## src/rtl/int_exec_unit_pkg.sv

```systemverilog
// Shared opcode encodings, FSM state type and decode helpers for the integer execute stage.
// Optional flush support elsewhere is enabled by defining INT_EXEC_FLUSH_EN.
package int_exec_unit_pkg;

  localparam int unsigned CNT_W = 3;

  localparam logic [4:0] OP_ADD   = 5'h00;
  localparam logic [4:0] OP_SUB   = 5'h01;
  localparam logic [4:0] OP_SLL   = 5'h02;
  localparam logic [4:0] OP_SLT   = 5'h03;
  localparam logic [4:0] OP_SLTU  = 5'h04;
  localparam logic [4:0] OP_XOR   = 5'h05;
  localparam logic [4:0] OP_SRL   = 5'h06;
  localparam logic [4:0] OP_SRA   = 5'h07;
  localparam logic [4:0] OP_OR    = 5'h08;
  localparam logic [4:0] OP_AND   = 5'h09;
  localparam logic [4:0] OP_MUL   = 5'h0A;
  localparam logic [4:0] OP_MULH  = 5'h0B;
  localparam logic [4:0] OP_MULHU = 5'h0C;

  typedef enum logic {
    IDLE     = 1'b0,
    MUL_BUSY = 1'b1
  } state_e;

  function automatic logic is_mul_op(input logic [4:0] opc);
    return (opc == OP_MUL) || (opc == OP_MULH) || (opc == OP_MULHU);
  endfunction

endpackage

```

## src/rtl/int_exec_unit_if.sv

```systemverilog
// Issue-side and CDB-side handshake bundle of the integer execute stage.
// The flush signal exists only when INT_EXEC_FLUSH_EN is defined.
interface int_exec_unit_if;

  logic        issue_valid;
  logic        issue_ready;
  logic [4:0]  issue_opcode;
  logic [5:0]  issue_rd_tag;
  logic [31:0] issue_rs1;
  logic [31:0] issue_rs2;
  logic        cdb_req;
  logic        cdb_grant;
  logic [31:0] cdb_data;
  logic [5:0]  cdb_tag;
`ifdef INT_EXEC_FLUSH_EN
  logic        flush;
`endif

  modport master (
`ifdef INT_EXEC_FLUSH_EN
    output flush,
`endif
    output issue_valid, issue_opcode, issue_rd_tag, issue_rs1, issue_rs2, cdb_grant,
    input  issue_ready, cdb_req, cdb_data, cdb_tag
  );

  modport slave (
`ifdef INT_EXEC_FLUSH_EN
    input  flush,
`endif
    input  issue_valid, issue_opcode, issue_rd_tag, issue_rs1, issue_rs2, cdb_grant,
    output issue_ready, cdb_req, cdb_data, cdb_tag
  );

endinterface

```

## src/rtl/int_exec_unit_mul_pipe.sv

```systemverilog
// Multiplier for MUL/MULH/MULHU: latched operands, registered product and a
// LATENCY-deep valid chain that freezes while hold is asserted.
module int_exec_unit_mul_pipe
  import int_exec_unit_pkg::*;
#(
  parameter int unsigned LATENCY = 3
) (
  input  logic        clk,
  input  logic        reset,
  input  logic        start,
  input  logic        kill,
  input  logic        hold,
  input  logic [4:0]  opcode,
  input  logic [31:0] rs1,
  input  logic [31:0] rs2,
  output logic        valid,
  output logic [31:0] result
);

  logic [31:0]        a_q, a_d, b_q, b_d, prod_q, prod_d;
  logic               sgn_q, sgn_d, hi_q, hi_d;
  logic [LATENCY-1:0] vld_q, vld_d;
  logic [63:0]        a_ext_s, b_ext_s, full_s;

  // Operand capture, 64-bit two's-complement product and valid chain advance.
  always_comb begin
    if (start) begin
      a_d   = rs1;
      b_d   = rs2;
      sgn_d = (opcode == OP_MULH);
      hi_d  = (opcode != OP_MUL);
    end else begin
      a_d   = a_q;
      b_d   = b_q;
      sgn_d = sgn_q;
      hi_d  = hi_q;
    end
    a_ext_s = {{32{sgn_q & a_q[31]}}, a_q};
    b_ext_s = {{32{sgn_q & b_q[31]}}, b_q};
    full_s  = a_ext_s * b_ext_s;
    prod_d  = hi_q ? full_s[63:32] : full_s[31:0];
    if (kill) begin
      vld_d = '0;
    end else if (hold) begin
      vld_d = vld_q;
    end else begin
      vld_d = {vld_q[LATENCY-2:0], start};
    end
  end

  // Pipeline registers.
  always_ff @(posedge clk or negedge reset) begin
    if (!reset) begin
      a_q    <= 32'h0;
      b_q    <= 32'h0;
      sgn_q  <= 1'b0;
      hi_q   <= 1'b0;
      prod_q <= 32'h0;
      vld_q  <= '0;
    end else begin
      a_q    <= a_d;
      b_q    <= b_d;
      sgn_q  <= sgn_d;
      hi_q   <= hi_d;
      prod_q <= prod_d;
      vld_q  <= vld_d;
    end
  end

  assign valid  = vld_q[LATENCY-1];
  assign result = prod_q;

endmodule

```

## src/rtl/int_exec_unit.sv

```systemverilog
// Integer execute stage: 1-cycle ALU, multi-cycle multiplier, CDB result register.
// Define INT_EXEC_FLUSH_EN to add the flush input that kills all in-flight work.
module int_exec_unit
  import int_exec_unit_pkg::*;
#(
  parameter int unsigned MUL_LATENCY = 3
) (
  input logic            clk,
  input logic            reset,
  int_exec_unit_if.slave bus
);

  state_e            state_q, state_d;
  logic [CNT_W-1:0]  cnt_q, cnt_d;
  logic              cdb_req_q, cdb_req_d;
  logic [31:0]       cdb_data_q, cdb_data_d;
  logic [5:0]        cdb_tag_q, cdb_tag_d;
  logic [5:0]        mul_tag_q, mul_tag_d;
  logic              flush_s, free_s, ready_s, accept_s, mul_start_s, mul_hold_s;
  logic              mul_valid_s;
  logic [31:0]       mul_result_s, alu_s;
  logic [4:0]        shamt_s;

`ifdef INT_EXEC_FLUSH_EN
  assign flush_s = bus.flush;
`else
  assign flush_s = 1'b0;
`endif

  // Handshake: a grant frees the result slot in the same cycle.
  always_comb begin
    free_s      = !cdb_req_q | bus.cdb_grant;
    ready_s     = (state_q == IDLE) & free_s & !flush_s;
    accept_s    = bus.issue_valid & ready_s;
    mul_start_s = accept_s & is_mul_op(bus.issue_opcode);
    mul_hold_s  = (state_q == MUL_BUSY) & (cnt_q == {CNT_W{1'b0}}) & !free_s;
  end

  // Single-cycle ALU; MUL-class and undefined opcodes yield zero here.
  always_comb begin
    shamt_s = bus.issue_rs2[4:0];
    case (bus.issue_opcode)
      OP_ADD:  alu_s = bus.issue_rs1 + bus.issue_rs2;
      OP_SUB:  alu_s = bus.issue_rs1 - bus.issue_rs2;
      OP_SLL:  alu_s = bus.issue_rs1 << shamt_s;
      OP_SLT:  alu_s = ($signed(bus.issue_rs1) < $signed(bus.issue_rs2)) ? 32'h1 : 32'h0;
      OP_SLTU: alu_s = (bus.issue_rs1 < bus.issue_rs2) ? 32'h1 : 32'h0;
      OP_XOR:  alu_s = bus.issue_rs1 ^ bus.issue_rs2;
      OP_SRL:  alu_s = bus.issue_rs1 >> shamt_s;
      OP_SRA:  alu_s = $signed(bus.issue_rs1) >>> shamt_s;
      OP_OR:   alu_s = bus.issue_rs1 | bus.issue_rs2;
      OP_AND:  alu_s = bus.issue_rs1 & bus.issue_rs2;
      default: alu_s = 32'h0;
    endcase
  end

  // FSM and result register next state; flush overrides grant and load.
  always_comb begin
    state_d    = state_q;
    cnt_d      = cnt_q;
    cdb_req_d  = cdb_req_q & !bus.cdb_grant;
    cdb_data_d = cdb_data_q;
    cdb_tag_d  = cdb_tag_q;
    mul_tag_d  = mul_tag_q;
    if (flush_s) begin
      state_d   = IDLE;
      cdb_req_d = 1'b0;
      cnt_d     = {CNT_W{1'b0}};
    end else begin
      case (state_q)
        IDLE: begin
          if (mul_start_s) begin
            state_d   = MUL_BUSY;
            cnt_d     = CNT_W'(MUL_LATENCY - 1);
            mul_tag_d = bus.issue_rd_tag;
          end else if (accept_s) begin
            cdb_req_d  = 1'b1;
            cdb_data_d = alu_s;
            cdb_tag_d  = bus.issue_rd_tag;
          end else begin
            state_d = IDLE;
          end
        end
        MUL_BUSY: begin
          if (cnt_q != {CNT_W{1'b0}}) begin
            cnt_d = cnt_q - CNT_W'(1);
          end else if (free_s & mul_valid_s) begin
            state_d    = IDLE;
            cdb_req_d  = 1'b1;
            cdb_data_d = mul_result_s;
            cdb_tag_d  = mul_tag_q;
          end else begin
            state_d = MUL_BUSY;
          end
        end
        default: state_d = IDLE;
      endcase
    end
  end

  // State, counter and result registers.
  always_ff @(posedge clk or negedge reset) begin
    if (!reset) begin
      state_q    <= IDLE;
      cnt_q      <= {CNT_W{1'b0}};
      cdb_req_q  <= 1'b0;
      cdb_data_q <= 32'h0;
      cdb_tag_q  <= 6'h0;
      mul_tag_q  <= 6'h0;
    end else begin
      state_q    <= state_d;
      cnt_q      <= cnt_d;
      cdb_req_q  <= cdb_req_d;
      cdb_data_q <= cdb_data_d;
      cdb_tag_q  <= cdb_tag_d;
      mul_tag_q  <= mul_tag_d;
    end
  end

  int_exec_unit_mul_pipe #(.LATENCY(MUL_LATENCY)) u_mul (
    .clk    (clk),
    .reset  (reset),
    .start  (mul_start_s),
    .kill   (flush_s),
    .hold   (mul_hold_s),
    .opcode (bus.issue_opcode),
    .rs1    (bus.issue_rs1),
    .rs2    (bus.issue_rs2),
    .valid  (mul_valid_s),
    .result (mul_result_s)
  );

  assign bus.issue_ready = ready_s;
  assign bus.cdb_req     = cdb_req_q;
  assign bus.cdb_data    = cdb_data_q;
  assign bus.cdb_tag     = cdb_tag_q;

endmodule
```

## src/flat_wrapper.sv

```systemverilog
// flat-port wrapper written by rule: the top's interface ports become plain ports
module int_exec_unit_flat import int_exec_unit_pkg::*;
#(
  parameter int unsigned MUL_LATENCY = 3
)
  (clk, reset, bus_issue_valid, bus_issue_opcode, bus_issue_rd_tag, bus_issue_rs1, bus_issue_rs2, bus_cdb_grant, bus_issue_ready, bus_cdb_req, bus_cdb_data, bus_cdb_tag);
  int_exec_unit_if bus_i ();
  input logic clk;
  input logic reset;
  input wire logic [$bits(bus_i.issue_valid)-1:0] bus_issue_valid;
  input wire logic [$bits(bus_i.issue_opcode)-1:0] bus_issue_opcode;
  input wire logic [$bits(bus_i.issue_rd_tag)-1:0] bus_issue_rd_tag;
  input wire logic [$bits(bus_i.issue_rs1)-1:0] bus_issue_rs1;
  input wire logic [$bits(bus_i.issue_rs2)-1:0] bus_issue_rs2;
  input wire logic [$bits(bus_i.cdb_grant)-1:0] bus_cdb_grant;
  output wire logic [$bits(bus_i.issue_ready)-1:0] bus_issue_ready;
  output wire logic [$bits(bus_i.cdb_req)-1:0] bus_cdb_req;
  output wire logic [$bits(bus_i.cdb_data)-1:0] bus_cdb_data;
  output wire logic [$bits(bus_i.cdb_tag)-1:0] bus_cdb_tag;
  assign bus_i.issue_valid = bus_issue_valid;
  assign bus_i.issue_opcode = bus_issue_opcode;
  assign bus_i.issue_rd_tag = bus_issue_rd_tag;
  assign bus_i.issue_rs1 = bus_issue_rs1;
  assign bus_i.issue_rs2 = bus_issue_rs2;
  assign bus_i.cdb_grant = bus_cdb_grant;
  assign bus_issue_ready = bus_i.issue_ready;
  assign bus_cdb_req = bus_i.cdb_req;
  assign bus_cdb_data = bus_i.cdb_data;
  assign bus_cdb_tag = bus_i.cdb_tag;
  int_exec_unit #(.MUL_LATENCY(MUL_LATENCY)) u_core (.clk(clk), .reset(reset), .bus(bus_i));
endmodule
```

## config.mk

```make
export PLATFORM = sky130hd
export DESIGN_NAME = int_exec_unit_flat
export DESIGN_NICKNAME = d
export VERILOG_FILES = /design/src/rtl/int_exec_unit_pkg.sv /design/src/rtl/int_exec_unit_if.sv /design/src/rtl/int_exec_unit_mul_pipe.sv /design/src/rtl/int_exec_unit.sv /design/src/flat_wrapper.sv
export SDC_FILE = /design/constraint.sdc
export NUM_CORES = 2
export LEC_CHECK = 0
export CAP_MARGIN = 20
export CORE_ASPECT_RATIO = 1.25
export CORE_MARGIN = 3
export CORE_UTILIZATION = 59
export DETAILED_ROUTE_END_ITERATION = 10
export PLACE_DENSITY_LB_ADDON = 0.12
export SLEW_MARGIN = 20
export SYNTH_ARGS = -nofsm -noshare
export SYNTH_HDL_FRONTEND = slang
export SYNTH_HIERARCHICAL = 1
export SYNTH_SLANG_ARGS = --single-unit
```

## constraint.sdc

```tcl
create_clock -name clk -period 11.1 [get_ports clk]
set_input_delay 2.22 -clock clk [delete_from_list [all_inputs] [get_ports clk]]
set_output_delay 2.22 -clock clk [all_outputs]
set_load 0.1 [all_outputs]
```

* Yosys cells after proc, flatten, opt, wreduce, memory -nomap -nowiden *
Cells that the tools add are included.

operators by class
  $add $sub $neg = 3
  multipliers = 1
  magnitude comparators = 2
  equal/unequal tests = 19
  shift operators = 3
  multiplexer cells = 26
  bitwise logic cells = 14
  reduce and logical (&&, ||, !) cells = 11

operators by type and width
  kind                                                              number
  32-bit case mux with 10 select lines                              1
  32-bit two-way mux                                                5
  32-bit less-than comparator                                       2
  33-bit by 33-bit multiplier with 64-bit output                    1
  32-bit case mux with 2 select lines                               1
  32-bit adder                                                      1
  32-bit AND                                                        1
  32-bit bitwise OR                                                 1
  32-bit by 5-bit << shifter with 32-bit output                     1
  32-bit by 5-bit right shift with 32-bit output                    1
  32-bit by 5-bit >>> shifter with 32-bit output                    1
  32-bit subtractor                                                 1
  32-bit bitwise XOR                                                1
  5-bit by 4-bit == test with 1-bit output (second input constant)  5
  6-bit two-way mux                                                 4
  5-bit by 3-bit == test with 1-bit output (second input constant)  4
  6-bit case mux with 2 select lines                                1
  5-bit by 2-bit == test with 1-bit output (second input constant)  2
  2-bit inequality test (second input constant)                     5
  1-bit AND                                                         9
  1-bit two-way mux                                                 9
  3-bit two-way mux                                                 2
  3-bit case mux with 2 select lines                                1
  5-bit by 1-bit == test with 1-bit output (second input constant)  1
  13 further kinds                                                  18

storage, ports and cells
  bits in registers = 150
  bits of input ports = 79
  output and inout bits = 40
  word-level logic and storage cells = 91

* Logic depth before layout (Yosys ltp) *
  word-level depth = 7
  depth in mapped cells = 31
  gate-level depth less buffers = 28

* Cells and area by module *
Netlist, hierarchy kept.

by module, submodules not included
  module                  times used  cells an instance  area each (µm²)
  int_exec_unit_mul_pipe  1           4,437              41,683.7
  int_exec_unit           1           1,485              11,016.8

* Worst setup path after synthesis *
Ideal clock, no wire load.

  kind = register to register
  start point = register u_core.u_mul.a_q[31]
  end point = register u_core.u_mul.prod_q[26], in the netlist u_core/u_mul/result[26]
  library setup time = 126 ps
  arrival = 7,748 ps
  data required time = 10,974 ps
  setup slack = 3,226 ps
  cell stages (with the launch flop) = 28
  buffers on the path = 3
  cells stage by stage = dfrtp_1 > clkbuf_1 > and2_1 > clkbuf_1 > nand2_1 > inv_1 > fa_1 > fa_1 > fa_1 > inv_1 > fa_1 > inv_1 > fa_1 > fa_1 > fa_1 > inv_1 > fa_1 > inv_1 > ha_1 > clkbuf_1 > nand4_1 > or3_1 > a31o_2 > a21o_1 > o31a_1 > a21boi_2 > mux2i_1 > a311o_1

on the way
  longest elaborated chain between the ends = 3

ends and longest elaborated chain
  what                                              RTL line                      source
  start, declared                                   int_exec_unit_mul_pipe.sv:20  logic [31:0] a_q, a_d, b_q, b_d, prod_q, prod_d;
  start signal, assigned                            int_exec_unit_mul_pipe.sv:54  a_q <= 32'h0;
  start signal, assigned                            int_exec_unit_mul_pipe.sv:61  a_q <= a_d;
  1-bit AND                                         int_exec_unit_mul_pipe.sv:38  a_ext_s = {{32{sgn_q & a_q[31]}}, a_q};
  33-bit by 33-bit multiplier with 64-bit output *  int_exec_unit_mul_pipe.sv:40  full_s = a_ext_s * b_ext_s;
  32-bit two-way mux *                              int_exec_unit_mul_pipe.sv:41  prod_d = hi_q ? full_s[63:32] : full_s[31:0];
  named net u_core.u_mul.prod_d[26]                 int_exec_unit_mul_pipe.sv:20
  end signal, assigned                              int_exec_unit_mul_pipe.sv:65  prod_q <= prod_d;
  end, declared                                     int_exec_unit_mul_pipe.sv:20

Mark *: on every way through the listed nets, which the timed path passes. The rest lies on a longest branch.
A chain may end at the register's enable or synchronous reset.

* Final worst setup path *
  start point = register u_core.u_mul.sgn_q
  end point = register u_core.u_mul.prod_q[26], in the netlist u_core/u_mul/result[26]

on the way
  longest elaborated chain between the ends = 3

ends and longest elaborated chain
  what                                              RTL line                                                    source
  start, declared                                   int_exec_unit_mul_pipe.sv:21                                logic sgn_q, sgn_d, hi_q, hi_d;
  start signal, assigned                            int_exec_unit_mul_pipe.sv:63                                sgn_q <= sgn_d;
  1-bit AND, on equally long branches               int_exec_unit_mul_pipe.sv:38, int_exec_unit_mul_pipe.sv:39
  33-bit by 33-bit multiplier with 64-bit output *  int_exec_unit_mul_pipe.sv:40
  32-bit two-way mux *                              int_exec_unit_mul_pipe.sv:41
  named net u_core.u_mul.prod_d[26]                 int_exec_unit_mul_pipe.sv:20

Marks and branches as above.

==> run_results.csv <==
group,metric,value,unit
run_status,status,"completed",
global_route,grt_first_pass_wirelength,280000,microns
sta,max-slew-margin-rel,19.5,%
yosys,synth_top_area_share,42.8,%
clock_network,cts_resized,0,
place,dp_hpwl,145000,microns
clock_network,clock_latency,0.49,ns
sta,tns,0,ns
hold_path,hold_class,"reg2reg",
floorplanning,rows,121,
route,maxUsedRoutingLayer,"met4",
yosys,synthTopCellsByArea,"fa_1 43%, inv_1 8.6%, ha_1 7.5%, dfrtp_1 7.1%, nand2_1 5.9%",
global_route,antenna_found_initial,3,
route,wl_per_cell,26.2,microns
layout,regArea,3770,sq um
sta,worst_slew_pin_slew,1.19,ns
clock_network,tritoncts,"yes",
clock_network,cts_root_buffer,"clkbuf_16",
sta,rsz0062_at_grt,"no",
floorplanning,dieArea,93000,sq um
flow_run,maxCapViolations,0,
place,io_buffers,118,
route,wl_met1,69100,microns
sta,worst_clock_skew,0.0216,ns
layout,nNetsFinal,7330,
yosys,ys_ff_latch,150,
floorplanning,die_height,340,microns
floorplanning,floorplan.initialDensity,60.0,%
yosys,seq_area_frac_synth,7.12,%
yosys,synth_most_common_cell,"inv_1",
yosys,synth.top_cells.by_count,"1203 x inv_1, 1127 x fa_1, 827 x nand2_1, 365 x and2_1, 317 x clkbuf_1",
critical_path,r2r_slack,1.92,ns
sta,finalSetupViolations,0,
global_route,grt_overflow,0,
critical_path,crit_path_end_kind,"flip-flop",
yosys,syn_area_per_cell,8.90,sq um
global_route,grt_pass1_vias,45400,
sta,max_freq,109,MHz
sta,drv_slew,0,
route,num_vias,43000,
yosys,synth_cell_types,99,
clock_network,hold_buffers,0,
layout,final_layout_size_suffix_gt1_share,6.08,%
route,firstDrtPassIters,6,
clock_network,cts_buffers,17,
sta,hold_viol_final,0,
route,ant_nets,0,
sta,post-route-period-util,82.7,%
floorplanning,core_area,87800,sq um
critical_path,timing.rr.start,"u_core/u_mul/sgn_q",
yosys,async_reset_ff_share,100,%
critical_path,criticalPathCategory,"reg2reg",
critical_path,startpoint,"u_core/u_mul/sgn_q",
hold_path,min_from,"u_core/bus.cdb_tag[4]",
yosys,netlist_area,52700,sq um
critical_path,worstPathArrival,9.54,ns
place,gp_congestion,1.08,
critical_path,startpoint_type,"flip-flop",
clock_network,numClockSinks,150,
critical_path,cp_max_fo,22,
route,wl_met2,84900,microns
route,drc_errors,0,
clock_network,clkTransAtPathRegs,0.09,ns
yosys,syn_inst,5922,
clock_network,cts_max_level,4,
global_route,grt_max_degree,89,
global_route,track_usage,40.5,%
floorplanning,die_w,273,microns
layout,fin_util,63.1,%
yosys,synth_edf_count,0,
route,wirelength,184000,microns
yosys,synth-main-ff-cell,"dfrtp_1",
route,avgViaCountPerCell,6.14,
clock_network,ctsLongestPathBuffers,2,
route,wl_met3,17000,microns
layout,synthToLayoutAreaGrowth,5.16,%
sta,fin_crit,9.18,ns
clock_network,cts_setup_buffers,0,
yosys,netlist.top_cell.by_area,"fa_1",
yosys,yosysWarnings,6,
critical_path,required,11.46,ns
layout,multiInputGateArea,43000,sq um
route,drt_iter0_drc,4038,
layout,fillerInstances,7677,
floorplanning,pin_count,119,
final timing paths:
kind | to | cells past startpoint
worst max-delay path | u_core/u_mul/result[26] | 27
max in group asynchronous | u_core/u_mul/b_q[9] | 2
worst max register to register | u_core/u_mul/result[26] | 27
worst min-delay path | u_core/bus.cdb_tag[4] | 2
min in group asynchronous | u_core/bus.cdb_data[4] | 1
worst min register to register | u_core/bus.cdb_tag[4] | 2
worst max-delay path: stages (launching register included):
cell	delay, ns
dfrtp_1	0.33
buf_4	0.30
and2_1	0.66
nand2_1	0.27
inv_1	0.15
fa_1	0.40
inv_1	0.23
fa_1	0.50
inv_1	0.19
fa_1	0.49
fa_1	0.92
inv_1	0.42
fa_1	0.60
inv_1	0.06
fa_1	0.53
inv_1	0.05
fa_1	0.45
fa_1	0.49
inv_1	0.04
ha_1	0.37
a21oi_1	0.13
and2_1	0.15
a31o_2	0.20
a21o_1	0.21
o31a_1	0.36
a21boi_2	0.16
mux2i_1	0.09
a311o_1	0.28
metal layers:
layer / track usage [%] / vias up
li1: - / 18000
met1: 52.7 / 22100
met2: 64.0 / 2335
met3: 7.49 / 539
met4: 23.0 / 0
met5: 0 / -
cell usage in the layout, fill, tap and decap left out, types with 14 or more instances in the layout:
| master | Yosys | routed |
|---|---|---|
| clkbuf_16 | 0 | 17 |
| dfrtp_1 | 150 | 138 |
| a211oi_1 | 28 | 27 |
| a221oi_1 | 19 | 18 |
| o31ai_1 | 19 | 19 |
| a21o_1 | 53 | 53 |
| nor3_1 | 43 | 43 |
| xnor2_1 | 49 | 49 |
| a21oi_1 | 236 | 236 |
| o21bai_1 | 18 | 18 |
| nand2b_1 | 19 | 19 |
| fa_1 | 1127 | 1127 |
| nand4_1 | 16 | 16 |
| or2_2 | 14 | 14 |
| nor2b_1 | 17 | 17 |
| mux2_2 | 78 | 78 |
| buf_4 | 2 | 115 |
| ha_1 | 314 | 314 |
| inv_1 | 1203 | 1202 |
| o22ai_1 | 16 | 16 |
| o211ai_1 | 28 | 28 |
| nor2_1 | 262 | 259 |
| a31oi_1 | 22 | 22 |
| clkdlybuf4s50_1 | 0 | 111 |
| nor4_1 | 17 | 17 |
| nand2_1 | 827 | 827 |
| mux4_2 | 58 | 58 |
| nand3_1 | 43 | 43 |
| and3_1 | 34 | 33 |
| or3_1 | 21 | 21 |
| mux2i_1 | 52 | 52 |
| o21ai_0 | 136 | 136 |
| xor2_1 | 27 | 27 |
| o21ai_1 | 26 | 26 |
| o21a_1 | 19 | 19 |
| and2_1 | 365 | 365 |
through the flow:
step	hold slack [ns]	instance area [sq um]	instances	setup WS, ns
finish	0.491	55400	6999	1.92
global route	0.528	55400	6991	1.61
CTS	0.492	55400	6989	1.97
detailed placement	0.474	54800	6957	2.01
global placement	0.462	54800	6957	2.15
floorplan	0.459	52700	5924	3.23
state kept, by name, summed over array words and instances (netlist names):
signal	flops
u_core/u_mul/vld_q	3
u_core/mul_tag_q	6
u_core/u_mul/result	32
u_core/bus.cdb_data	32
u_core/bus.cdb_req	1
u_core/u_mul/sgn_q	1
u_core/u_mul/hi_q	1
u_core/state_q	1
u_core/bus.cdb_tag	6
u_core/u_mul/b_q	32
u_core/u_mul/a_q	32
u_core/cnt_q	3
final cells by class:
type | instances | share of cell area (%)
flip-flops and latches | 150 | 6.80
repair buffers | 233 | 3.64
clock buffers | 17 | 0.768
clock inverters | 15 | 0.318
diodes | 8 | 0.0361
multi-input cells | 4197 | 77.6
well taps | 1168 | 2.64
inverters | 1211 | 8.20
kinds of logic after synthesis:
group                    synth area share, %
AO/OA/AOI/OAI                           9.52
XOR/XNOR                                1.26
adder cells (fa/ha/maj)                 50.3
buffers and inverters                   11.4
flip-flops                              7.12
multiplexers                            5.32
other                                0.00712
AND/OR/NAND/NOR                         15.1
Power is not shown: default switching activity piles up to over one toggle a cycle in this logic, so the estimate is an artifact.
